<file path="config.mk">
export PLATFORM = sky130hd
export DESIGN_NAME = uart_pkt_decoder
export DESIGN_NICKNAME = d
export VERILOG_FILES = /design/src/rtl/uart_pkt_pkg.sv /design/src/rtl/uart_pkt_timer.sv /design/src/rtl/uart_pkt_decoder.sv
export SDC_FILE = /design/constraint.sdc
export NUM_CORES = 1
export LEC_CHECK = 0
export ABC_AREA = 1
export BUFFER_PORTS_ARGS = -buffer_cell sky130_fd_sc_hd__buf_2
export CAP_MARGIN = 30
export CORE_ASPECT_RATIO = 2
export CORE_MARGIN = 3
export CORE_UTILIZATION = 45
export CTS_BUF_LIST = sky130_fd_sc_hd__clkbuf_4 sky130_fd_sc_hd__clkbuf_8
export DETAILED_ROUTE_END_ITERATION = 10
export PLACE_DENSITY_LB_ADDON = 0.25
export RECOVER_POWER = 50
export SLEW_MARGIN = 20
export SYNTH_ARGS = -nofsm -noshare
export SYNTH_HDL_FRONTEND = slang
export SYNTH_SLANG_ARGS = --single-unit
</file>
<file path="constraint.sdc">
create_clock -name i_clk -period 1.8 [get_ports i_clk]
set_input_delay 0.36 -clock i_clk [delete_from_list [all_inputs] [get_ports i_clk]]
set_output_delay 0.36 -clock i_clk [all_outputs]
set_load 0.01 [all_outputs]
</file>
<file path="src/rtl/uart_pkt_pkg.sv">
// rtl/uart_pkt_pkg.sv - shared constants and state encoding for the UART command-frame decoder
package uart_pkt_pkg;

    localparam logic [7:0] SYNC_BYTE = 8'hA5;
    localparam logic [7:0] CMD_WRITE = 8'h01;
    localparam logic [7:0] CMD_RUN   = 8'h02;

    localparam int FRAME_LEN  = 8;
    localparam int ADDR_W_DEF = 12;
    localparam int DATA_W_DEF = 18;

    // One state per frame byte plus ISSUE
    localparam int STATE_W = $clog2(FRAME_LEN + 1);

    typedef enum logic [STATE_W-1:0] {
        ST_HUNT,
        ST_CMD,
        ST_ADDR_H,
        ST_ADDR_L,
        ST_D2,
        ST_D1,
        ST_D0,
        ST_CSUM,
        ST_ISSUE
    } state_t;

endpackage

</file>
<file path="src/rtl/uart_pkt_timer.sv">
// rtl/uart_pkt_timer.sv - saturating idle timer with clear, enable and terminal-count pulse
module uart_pkt_timer #(
    parameter int TIMEOUT_CLKS = 51000
) (
    input  logic i_clk,
    input  logic i_rst_n,
    input  logic i_clr,
    input  logic i_en,
    output logic o_tc
);

    localparam int CNT_W = (TIMEOUT_CLKS > 2) ? $clog2(TIMEOUT_CLKS) : 1;
    localparam logic [CNT_W-1:0] LAST = CNT_W'(TIMEOUT_CLKS - 1);

    logic [CNT_W-1:0] cnt_q, cnt_d;

    always_comb begin
        cnt_d = cnt_q;
        if (i_clr) begin
            cnt_d = '0;
        end else if (i_en && (cnt_q != LAST)) begin
            cnt_d = cnt_q + CNT_W'(1);
        end
    end

    always_ff @(posedge i_clk or negedge i_rst_n) begin
        if (!i_rst_n) begin
            cnt_q <= '0;
        end else begin
            cnt_q <= cnt_d;
        end
    end

    // A clear in the terminal cycle wins over the expiry
    assign o_tc = i_en && !i_clr && (cnt_q == LAST);

endmodule

</file>
<file path="src/rtl/uart_pkt_decoder.sv">
// rtl/uart_pkt_decoder.sv - 8-byte command frame parser to write/run transactions; checksum enabled by UART_PKT_CSUM_EN
module uart_pkt_decoder
    import uart_pkt_pkg::*;
#(
    parameter int CLK_FREQ     = 51000000,
    parameter int TIMEOUT_CLKS = CLK_FREQ / 1000,
    parameter int ADDR_W       = ADDR_W_DEF,
    parameter int DATA_W       = DATA_W_DEF
) (
    input  logic              i_clk,
    input  logic              i_rst_n,
    input  logic [7:0]        i_data,
    input  logic              i_valid,
    output logic              o_wr_valid,
    input  logic              i_wr_ready,
    output logic [ADDR_W-1:0] o_wr_addr,
    output logic [DATA_W-1:0] o_wr_data,
    output logic              o_run,
    output logic              o_err_csum,
    output logic              o_err_timeout,
    output logic              o_err_frame,
    output logic              o_err_overrun,
    output logic              o_busy,
    output logic [15:0]       o_pkt_count
);

    state_t            state_q, state_d;
    logic              cmd_run_q, cmd_run_d;
    logic [ADDR_W-1:0] addr_q, addr_d;
    logic [DATA_W-1:0] data_q, data_d;
    logic              wr_valid_q, wr_valid_d;
    logic              run_q, run_d;
    logic              err_timeout_q, err_timeout_d;
    logic              err_frame_q, err_frame_d;
    logic              err_overrun_q, err_overrun_d;
    logic [15:0]       pkt_count_q, pkt_count_d;
    logic              in_frame;
    logic              timeout_tc;
    logic              csum_ok;

    assign in_frame = (state_q != ST_HUNT) && (state_q != ST_ISSUE);

    uart_pkt_timer #(
        .TIMEOUT_CLKS(TIMEOUT_CLKS)
    ) u_timer (
        .i_clk  (i_clk),
        .i_rst_n(i_rst_n),
        .i_clr  (i_valid),
        .i_en   (in_frame),
        .o_tc   (timeout_tc)
    );

`ifdef UART_PKT_CSUM_EN
    logic [7:0] sum_q, sum_d;
    logic       err_csum_q, err_csum_d;

    assign csum_ok    = (8'(sum_q + i_data) == 8'h00);
    assign o_err_csum = err_csum_q;
`else
    assign csum_ok    = 1'b1;
    assign o_err_csum = 1'b0;
`endif

    always_comb begin
        state_d       = state_q;
        cmd_run_d     = cmd_run_q;
        addr_d        = addr_q;
        data_d        = data_q;
        wr_valid_d    = wr_valid_q;
        pkt_count_d   = pkt_count_q;
        run_d         = 1'b0;
        err_timeout_d = 1'b0;
        err_frame_d   = 1'b0;
        err_overrun_d = 1'b0;
`ifdef UART_PKT_CSUM_EN
        err_csum_d    = 1'b0;
        sum_d         = (i_valid && in_frame) ? 8'(sum_q + i_data) : sum_q;
`endif
        case (state_q)
            ST_HUNT: begin
                if (i_valid && (i_data == SYNC_BYTE)) begin
                    state_d = ST_CMD;
`ifdef UART_PKT_CSUM_EN
                    sum_d   = 8'h00;
`endif
                end
            end
            ST_ISSUE: begin
                if (i_valid) err_overrun_d = 1'b1;
                if (cmd_run_q || i_wr_ready) begin
                    wr_valid_d  = 1'b0;
                    state_d     = ST_HUNT;
                    pkt_count_d = pkt_count_q + 16'd1;
                end
            end
            default: begin
                if (i_valid) begin
                    case (state_q)
                        ST_CMD: begin
                            if ((i_data == CMD_WRITE) || (i_data == CMD_RUN)) begin
                                cmd_run_d = (i_data == CMD_RUN);
                                state_d   = ST_ADDR_H;
                            end else begin
                                err_frame_d = 1'b1;
                                state_d     = ST_HUNT;
                            end
                        end
                        ST_ADDR_H: begin
                            addr_d  = ADDR_W'({i_data[3:0], 8'h00});
                            state_d = ST_ADDR_L;
                        end
                        ST_ADDR_L: begin
                            addr_d  = addr_q | ADDR_W'(i_data);
                            state_d = ST_D2;
                        end
                        ST_D2: begin
                            data_d  = DATA_W'({i_data[1:0], 16'h0000});
                            state_d = ST_D1;
                        end
                        ST_D1: begin
                            data_d  = data_q | DATA_W'({i_data, 8'h00});
                            state_d = ST_D0;
                        end
                        ST_D0: begin
                            data_d  = data_q | DATA_W'(i_data);
                            state_d = ST_CSUM;
                        end
                        ST_CSUM: begin
                            if (csum_ok) begin
                                state_d    = ST_ISSUE;
                                run_d      = cmd_run_q;
                                wr_valid_d = !cmd_run_q;
                            end else begin
`ifdef UART_PKT_CSUM_EN
                                err_csum_d = 1'b1;
`endif
                                state_d    = ST_HUNT;
                            end
                        end
                        default: ;
                    endcase
                end else if (timeout_tc) begin
                    err_timeout_d = 1'b1;
                    state_d       = ST_HUNT;
                end
            end
        endcase
    end

    always_ff @(posedge i_clk or negedge i_rst_n) begin
        if (!i_rst_n) begin
            state_q       <= ST_HUNT;
            cmd_run_q     <= 1'b0;
            addr_q        <= '0;
            data_q        <= '0;
            wr_valid_q    <= 1'b0;
            run_q         <= 1'b0;
            err_timeout_q <= 1'b0;
            err_frame_q   <= 1'b0;
            err_overrun_q <= 1'b0;
            pkt_count_q   <= 16'h0000;
`ifdef UART_PKT_CSUM_EN
            sum_q         <= 8'h00;
            err_csum_q    <= 1'b0;
`endif
        end else begin
            state_q       <= state_d;
            cmd_run_q     <= cmd_run_d;
            addr_q        <= addr_d;
            data_q        <= data_d;
            wr_valid_q    <= wr_valid_d;
            run_q         <= run_d;
            err_timeout_q <= err_timeout_d;
            err_frame_q   <= err_frame_d;
            err_overrun_q <= err_overrun_d;
            pkt_count_q   <= pkt_count_d;
`ifdef UART_PKT_CSUM_EN
            sum_q         <= sum_d;
            err_csum_q    <= err_csum_d;
`endif
        end
    end

    assign o_wr_valid    = wr_valid_q;
    assign o_wr_addr     = addr_q;
    assign o_wr_data     = data_q;
    assign o_run         = run_q;
    assign o_err_timeout = err_timeout_q;
    assign o_err_frame   = err_frame_q;
    assign o_err_overrun = err_overrun_q;
    assign o_busy        = (state_q != ST_HUNT);
    assign o_pkt_count   = pkt_count_q;

endmodule

</file>
==> metrics, run 1 <==
Synth area leaders=dfrtp_1 48%, nand2_1 16%, inv_1 7.2%; fin cells=685; Final Hold Violating Endpoints=0; reg2reg end=u_timer.cnt_q[7]; clock root cell=clkbuf_8; RSZ-0062 raised after global routing=false; Final Wtd Congestion=0.995; CP Capture Type=output port; clock slew at reported path FFs=roughly 0.080 ns; R2R Setup Slk=around 0.17 ns; GRT Util Overall=21.7%; syn_nets=between 500 and 600; CP endpoint=o_busy; synthesized area=3790 sq um; area of the multi-input gates=1670 sq um; FILL cells=about 820; Fmax=slightly below 600 MHz; final setup TNS=0 ns; placed cell count=around 670; HP Class=in2async; Yosys top cell by area=dfrtp_1; Initial DRC Count=between 150 and 200; share of the synthesized area in the top cell type=47.5%; startpoint types=flop; crit-path max FO=7; warnings from Yosys=0; first-pass GRT wire length=between 15000 and 20000 um; die span in x=between 70 and 80 um; Crit Path Category=reg2out; worst-margin pin slew=about 0.99 ns; antenna violations before repair=0; Worst Setup SP=state_q[1]; CTS tree=built; ant diodes=0; Cell variety after synth=33; max-cap violations=0; min Tclk post-route=roughly 1.7 ns; core area=~8100 sq um; Initial Utilization=between 40% and 50%; Seq/Total Area, Yosys=between 40% and 50%; Worst IR Drop VDD=roughly 0.00089 V; R2R depth=10; Port Buffers=between 60 and 70; hpwl dp=7440 um; grt ovf=0; # rows=between 40 and 50; final setup fails=0; Arrival @ worst endpoint=about 1.4 ns; number of global-route vias before repair=around 3500; #FFs+latches synth=72; syn avg cell area=roughly 7.6 sq um; DRT Pass-1 Iters=4; cts bufs inserted=9; # hold bufs at CTS=0; Layout Utilization=55.9%; total wire length=about 9700 um; share of cells above drive strength 1=approximately 18%; WL/cell=between 10 and 15 um; clk sinks=between 70 and 80; CP Data Required Time=1.44 ns; P&R area growth vs syn=18.7%; DRC errors left=0; CTS max path bufs=2; status=complete, no violations; leak pwr=2.34 nW; Die Area=around 9600 sq um; vias per cell=5.12; Max H-tree Level=3; worst reg2reg startpoint=u_timer.cnt_q[0]; final period utilization=between 90 and 100%; Die Ht=roughly 140 um; Post-Syn Instances=500; pin count of the biggest net entering global routing=73; via count=roughly 3500; Clock Latency Late Sink=about 0.37 ns; Slew Limit Fails=0; Fin Clk Skew=a little over 0.007 ns; max_slew headroom=around 34%; register area=1810 sq um; I/O pin count=65; Routed Antenna Nets=0; P per Cell Area=between 1000 and 1500 nW/um^2; Nets=598
placed cells by master, fill, tap and decap left out, types with 2 or more instances in the layout:
cell type,count
nor2_1,55
nand2_2,2
buf_4,17
buf_2,40
clkbuf_1,23
nand4_1,16
dfrtp_1,69
inv_2,4
a21oi_1,22
clkinvlp_4,2
nor2_8,2
xor2_1,8
nor3_2,2
o22ai_1,4
clkinv_2,2
or2_2,2
o21ai_0,18
clkbuf_4,2
clkbuf_8,9
nor3_1,7
nor2_4,5
dfrtp_2,3
nand2_1,156
nor2_2,4
nand3_1,28
inv_1,72
per-stage QoR:
stage / power [mW] / hold slack (ns) / cell area [sq um] / worst slack [ns]
floorplan: 3.44 / 0.0644 / 3790 / 0.306
global placement: 4.18 / 0.418 / 4310 / 0.203
detailed placement: 4.23 / 0.419 / 4310 / 0.135
CTS: 5.58 / 0.0152 / 4520 / 0.0188
global route: 5.88 / 0.266 / 4500 / 0.00792
finish: 5.49 / 0.240 / 4500 / 0.0744
kinds of logic after synthesis:
logic type               after synthesis  synth area share, %
AND/OR/NAND/NOR                      283                 33.8
XOR/XNOR                              10                 2.51
buffers and inverters                 85                 9.01
AO/OA/AOI/OAI                         47                 6.47
other                                  1               0.0989
adder cells (fa/ha/maj)                2                0.660
flip-flops                            72                 47.5
registers in the layout, summed over array words and instances, names as in the netlist, 4 cells and up:
register,cells
o_wr_data,18
o_pkt_count,16
state_q,4
o_wr_addr,12
u_timer.cnt_q,16
power breakdown:
group	internal [mW]	total, mW	switching (mW)
registers	2.03	2.29	0.260
clock network	0.660	1.31	0.654
logic	0.691	1.88	1.19
total	3.38	5.49	2.10
layout make-up:
cell class	instances	area share, %
sequential	72	40.1
multi-input combinational	343	37.0
timing repair buffer	81	9.36
inverter	77	6.45
clock buffer	10	2.92
tap	96	2.67
clock inverter	6	1.50
how the worst min path moves through the flow:
stage	start	endpoint	slack, ns	cells after the start
2_1_floorplan	i_rst_n	cmd_run_q	0.06	0
3_3_place_gp	i_rst_n	u_timer.cnt_q[10]	0.42	2
3_5_place_dp	i_rst_n	u_timer.cnt_q[13]	0.42	2
4_1_cts	i_rst_n	o_wr_addr[1]	0.02	2
5_1_grt	i_data[7]	o_wr_addr[7]	0.27	3
6_report	i_rst_n	u_timer.cnt_q[13]	0.24	2
cell usage after synthesis, drive strengths merged:
cell type / number
o21ai: 19
o21bai: 1
conb: 1
nand4: 16
nand3: 30
ha: 2
dfrtp: 72
nand2: 159
nor4: 1
a21oi: 22
nor2: 66
buf: 8
nor3: 9
clkinv: 1
o211ai: 1
xnor2: 2
xor2: 8
inv: 76
o22ai: 4
or2: 2
routing by layer:
| layer | wire [um] | GRT usage (%) |
|---|---|---|
| met5 | 0 | 0 |
| met4 | 416 | 13.1 |
| met3 | 492 | 4.37 |
| met2 | 5360 | 39.0 |
| met1 | 3470 | 22.7 |
critical path, stage by stage, from the launching register on:
cell and delay (ns):
dfrtp_2 0.46, inv_2 0.12, nand2_4 0.09, nor2_2 0.13, inv_1 0.06, buf_2 0.14
timing repair:
action                     CTS  global route
gates resized for setup      4             4
buffers inserted             1             1
pin swaps                    0             2
setup endpoints to repair    1            11
(Power assumes the default switching activity.)
==> run 2: changes to the inputs <==
Settings changed: PLACE_DENSITY from default to 0.64, PLACE_DENSITY_LB_ADDON 0.25 to default.
==> run 2 against run 1 <==
  * Sequential power barely moved
  * Design area rose by 0.83%
  * Sequential share of layout area fell by 0.39 points
  * Clock-buffer cell count rose by 1
  * Non-clock buffer count rose by 3
  * Largest cell class unchanged
==> metrics, run 2 (same netlist as run 1, synthesis figures left out) <==
CTS max path bufs=2 (unchanged); Initial Utilization=47.1% (unchanged); antenna violations before repair=0 (unchanged); Arrival @ worst endpoint=1.40 ns (+0.03 ns); CP Data Required Time=1.44 ns (about the same); Largest register FFs=18 (unchanged); Worst Setup SP=state_q[3]; CP max stage cell=dfrtp_1; Die Ht=136 um (unchanged); vias per cell=5.18 (+1.1%); overall power=5.63 mW (+2.6%); R2R depth=10 (unchanged); Die Area=9630 sq um (unchanged); Fmax=568 MHz (-2.1%); final period utilization=97.9% (+2.0 points); Crit Path Category=reg2out; P&R area growth vs syn=19.7%; total wire length=10200 um (+4.8%); Max H-tree Level=3 (unchanged); CP peak stage delay=0.39 ns (-0.07 ns); WL/cell=14.8 um (+4.3%); core area=8060 sq um (unchanged); Port Buffers=63 (unchanged); startpoint types=flop; DRC errors left=0 (unchanged); Nets=601 (+0.50%); pin count of the biggest net entering global routing=33 (-55%); Worst IR Drop VDD=0.000959 V (+8.1%); max_slew headroom=55.2% (+21 points); die span in x=70.9 um (unchanged); clk sinks=72 (unchanged); FILL cells=807 (-1.3%); critical path cell sequence=inv_1, nand2_2, nor2_2, inv_1, buf_2; final setup fails=0 (unchanged); CP Capture Type=output port; commonest non-fill, non-tap cell in the layout=nand2_1; CTS tree=built; grt ovf=0 (unchanged); ant diodes=0 (unchanged); share of cells above drive strength 1=17.7% (-0.090 points); cell mode on critical path=inv_1; clock root cell=clkbuf_8; commonest non-fill, non-tap cells in the layout=156 x nand2_1, 73 x inv_1, 71 x dfrtp_1; crit-path max FO=5 (-2); leak pwr=2.38 nW (+1.5%); worst-margin pin slew=0.671 ns (-0.317 ns); hpwl dp=7850 um (+5.5%); Final Wtd Congestion=0.978 (-1.7%); I/O pin count=65 (unchanged); Clock Latency Late Sink=0.36 ns (about the same); max-cap violations=0 (unchanged); Slew Limit Fails=0 (unchanged); GRT Util Overall=22.5% (+0.80 points); clock slew at reported path FFs=0.08 ns (about the same); critical hold path startpoint=i_data[4]; final setup TNS=0 ns (unchanged); min Tclk post-route=1.76 ns (+0.0363 ns); cts bufs inserted=9 (unchanged); final worst slack=0.0381 ns (-0.0363 ns); hold_ws=0.278 ns (+0.0376 ns); P per Cell Area=1240 nW/um^2 (+1.8%); worst hold path stage count=3; status=complete, no violations; # rows=46 (unchanged); DRT Pass-1 Iters=4 (unchanged); Routed Antenna Nets=0 (unchanged); number of global-route vias before repair=3607 (+1.8%); R2R Setup Slk=0.10 ns (-0.07 ns); Final Hold Violating Endpoints=0 (unchanged); via count=3562 (+1.5%); Fin Clk Skew=0.00790 ns (+0.000851 ns); HP Class=in2reg; worst reg2reg startpoint=u_timer.cnt_q[0]; Initial DRC Count=180 (+2.3%); pre-CTS setup slack=0.137 ns (+0.00153 ns); first-pass GRT wire length=16900 um (+3.6%)
run 2: layout make-up:
| cell class | instances | area [sq um] | area share (%) |
|---|---|---|---|
| multi-input cells | 343 | 1660 | 36.5 |
| well taps | 96 | 120 | 2.65 |
| flip-flops and latches | 72 | 1800 | 39.7 |
| inverters | 77 | 290 | 6.39 |
| clock inverters | 5 | 78.8 | 1.74 |
| clock buffers | 11 | 145 | 3.20 |
| repair buffers | 84 | 444 | 9.78 |
run 2: metal layers:
| layer | wire length (um) | up-vias | part of all wire (%) | track usage [%] |
|---|---|---|---|---|
| met5 | 0 | - | 0 | 0 |
| met4 | 301 | 0 | 2.9 | 11.3 |
| met3 | 408 | 25 | 4.0 | 3.77 |
| met2 | 5880 | 101 | 58 | 43.2 |
| met1 | 3620 | 1707 | 35 | 22.6 |
| li1 | - | 1729 | - | - |
run 2: critical path, delay by kind of cell, from the launching register on:
| family | cells | cell delay (ns) |
|---|---|---|
| flip-flops | 1 | 0.39 |
| AND/OR/NAND/NOR | 2 | 0.30 |
| buffers and inverters | 3 | 0.36 |
run 2: repair_timing:
action                                  4_1_cts  5_1_grt
pin swaps                                     0        1
gates resized for setup                       3        2
endpoints found under the setup margin        1       17
setup buffers                                 0        2
hold endpoints to repair                     25        0
hold buffers                                  1        0
run 2: power by group:
| group | internal (mW) | switching [mW] | total (mW) | leakage (nW) |
|---|---|---|---|---|
| logic | 0.689 | 1.20 | 1.89 | 1.33 |
| clock network | 0.834 | 0.618 | 1.45 | 0.117 |
| registers | 2.03 | 0.259 | 2.29 | 0.932 |
run 2: final timing paths:
kind,end
worst max register to register,u_timer.cnt_q[2]
min in group asynchronous,u_timer.cnt_q[9]
worst min-delay path,o_wr_addr[4]
max in group asynchronous,o_wr_valid
worst min register to register,o_wr_data[16]
worst max-delay path,o_busy
run 2: metrics by stage:
step	std cells	util (%)	instance area, sq um
2_1_floorplan	500	-	3790
3_5_place_dp	669	53.7	4330
5_1_grt	688	56.4	4540
6_report	688	56.4	4540
3_3_place_gp	669	53.7	4330
4_1_cts	686	56.7	4570
==> run 3: changes to the inputs <==
Settings changed: SETUP_SLACK_MARGIN from default to 0.2.
==> run 3 against run 2 <==
  * Combinational power grew 16%
  * First-iteration DRC count shrank 8.3%
  * Clock-buffer cell count stayed put
  * Wire length is 3.1% higher
  * Sequential cell count unchanged
  * Global-route usage is 0.46 points higher
  * Worst hold slack got worse by 0.0044 ns
  * Final cell count grew 1.9%
  * Sequential power is essentially flat
  * Setup slack improved by 0.15 ns
  * Non-clock buffer count up 13
==> metrics, run 3 (same netlist as run 1, synthesis figures left out) <==
final setup TNS=0 ns (unchanged); reg2reg end=state_q[1]; Port Buffers=63 (unchanged); max_slew headroom=52.5% (-2.7 points); Fmax=621 MHz (+9.4%); crit-path max FO=5 (unchanged); worst-margin pin slew=0.713 ns (+0.0411 ns); DRT Pass-1 Iters=4 (unchanged); Initial Utilization=47.1% (unchanged); # rows=46 (unchanged); Final Hold Violating Endpoints=0 (unchanged); P per Cell Area=1260 nW/um^2 (+1.3%); grt ovf=0 (unchanged); CP Capture Type=output port; Arrival @ worst endpoint=1.25 ns (-0.15 ns); commonest non-fill, non-tap cell in the layout=nand2_1; Fin Clk Skew=0.00782 ns (-0.0000748 ns); CTS tree=built; vias per cell=5.16 (-0.28%); Worst IR Drop VDD=0.00100 V (+4.5%); final period utilization=89.4% (-8.4 points); Final Wtd Congestion=0.978 (unchanged); Clock Latency Late Sink=0.36 ns (about the same); Layout Utilization=58.8% (+2.4 points); antenna violations before repair=0 (unchanged); CP Data Required Time=1.44 ns (about the same); worst hold path stage count=3 (unchanged); core area=8060 sq um (unchanged); I/O pin count=65 (unchanged); Slew Limit Fails=0 (unchanged); RSZ-0062 raised after global routing=true; commonest non-fill, non-tap cells in the layout=153 x nand2_1, 69 x inv_1, 67 x dfrtp_1; via count=3619 (+1.6%); CP peak stage delay=0.39 ns (about the same); hold_ws=0.273 ns (-0.00438 ns); final setup fails=0 (unchanged); critical path cell sequence=inv_1, nand2_4, nor2_4, inv_2, buf_6; startpoint types=flop; Initial DRC Count=165 (-8.3%); Die Ht=136 um (unchanged); leak pwr=2.45 nW (+3.0%); R2R depth=9 (-1); worst reg2reg startpoint=state_q[1]; CTS max path bufs=2 (unchanged); DRC errors left=0 (unchanged); total wire length=10500 um (+3.1%); cts bufs inserted=9 (unchanged); first-pass GRT wire length=17200 um (+2.0%); Largest register FFs=18 (unchanged); clock slew at reported path FFs=0.07 ns (about the same); clk sinks=72 (unchanged); Die Area=9630 sq um (unchanged); Worst Hold Endpoint=o_wr_data[12]; Worst Setup SP=state_q[3]; Nets=614 (+2.2%); max-cap violations=0 (unchanged); Max H-tree Level=3 (unchanged); P&R area growth vs syn=24.8%; WL/cell=15.0 um (+1.2%); number of global-route vias before repair=3696 (+2.5%); clock root cell=clkbuf_8; Crit Path Category=reg2out; CP max stage cell=dfrtp_1; Routed Antenna Nets=0 (unchanged); ant diodes=0 (unchanged); GRT Util Overall=23.0% (+0.46 points); critical hold path startpoint=i_data[4]; hpwl dp=7850 um (unchanged); share of cells above drive strength 1=21.8% (+4.1 points); overall power=5.95 mW (+5.7%); die span in x=70.9 um (unchanged); status=complete, no violations; R2R Setup Slk=0.25 ns (+0.15 ns); min Tclk post-route=1.61 ns (-0.152 ns); HP Class=in2reg; pin count of the biggest net entering global routing=33 (unchanged)
==> run 3: changes by cell type in the layout (fill, tap and decap cells not counted), moves of 3 or more <==
cell     change
o21ai_1      +4
nand2_1      -3
nor2_4       +4
buf_4       +12
dfrtp_1      -4
o21ai_0      -4
dfrtp_2      +4
inv_2        +3
inv_1        -4
==> run 3: worst max-delay path by stage <==
stage                        to  slack (ns)
2_1_floorplan  u_timer.cnt_q[7]        0.31
3_5_place_dp   u_timer.cnt_q[9]        0.14
4_1_cts                  o_busy        0.19
6_report                 o_busy        0.19
3_3_place_gp   u_timer.cnt_q[9]        0.21
5_1_grt                  o_busy        0.13
==> run 3: stage by stage <==
stage                     cell area, sq um  cells  setup slack (ns)
final                                 4730    701             0.190
after global routing                  4730    701             0.126
after CTS                             4660    694             0.185
after detailed placement              4330    669             0.137
after global placement                4330    669             0.214
after floorplan                       3790    500             0.306
==> run 3: routing by layer <==
| metal | part of all wire (%) | GRT usage (%) |
|---|---|---|
| met5 | 0 | 0 |
| met1 | 35 | 23.1 |
| met4 | 4.8 | 12.3 |
| met3 | 4.2 | 4.59 |
| met2 | 56 | 43.1 |
==> run 3: area by class of cell <==
type	instances	area [sq um]
multi-input cells	343	1730
fillers	781	3320
inverters	77	294
flip-flops and latches	72	1810
clock buffers	11	145
repair buffers	97	563
well taps	96	120
clock inverters	5	78.8
==> run 3: what timing repair did <==
item | in CTS | in global routing
pin swaps | 0 | 7
setup endpoints to repair | 17 | 34
gates resized for setup | 13 | 24
buffers inserted | 8 | 7
endpoints found under the hold margin | 25 | 0
hold buffers | 1 | 0
==> run 3: where the power goes <==
group | leakage, nW | switching (mW) | total (mW) | internal [mW]
combinational | 1.41 | 1.32 | 2.20 | 0.883
clock | 0.117 | 0.623 | 1.46 | 0.834
sequential | 0.925 | 0.256 | 2.29 | 2.03
==> run 3: critical path: cells and delay by family, from the launching register on <==
family,cells,cell delay [ns]
and+or+nand+nor,2,0.22
DFF,1,0.39
buffers and inverters,3,0.29
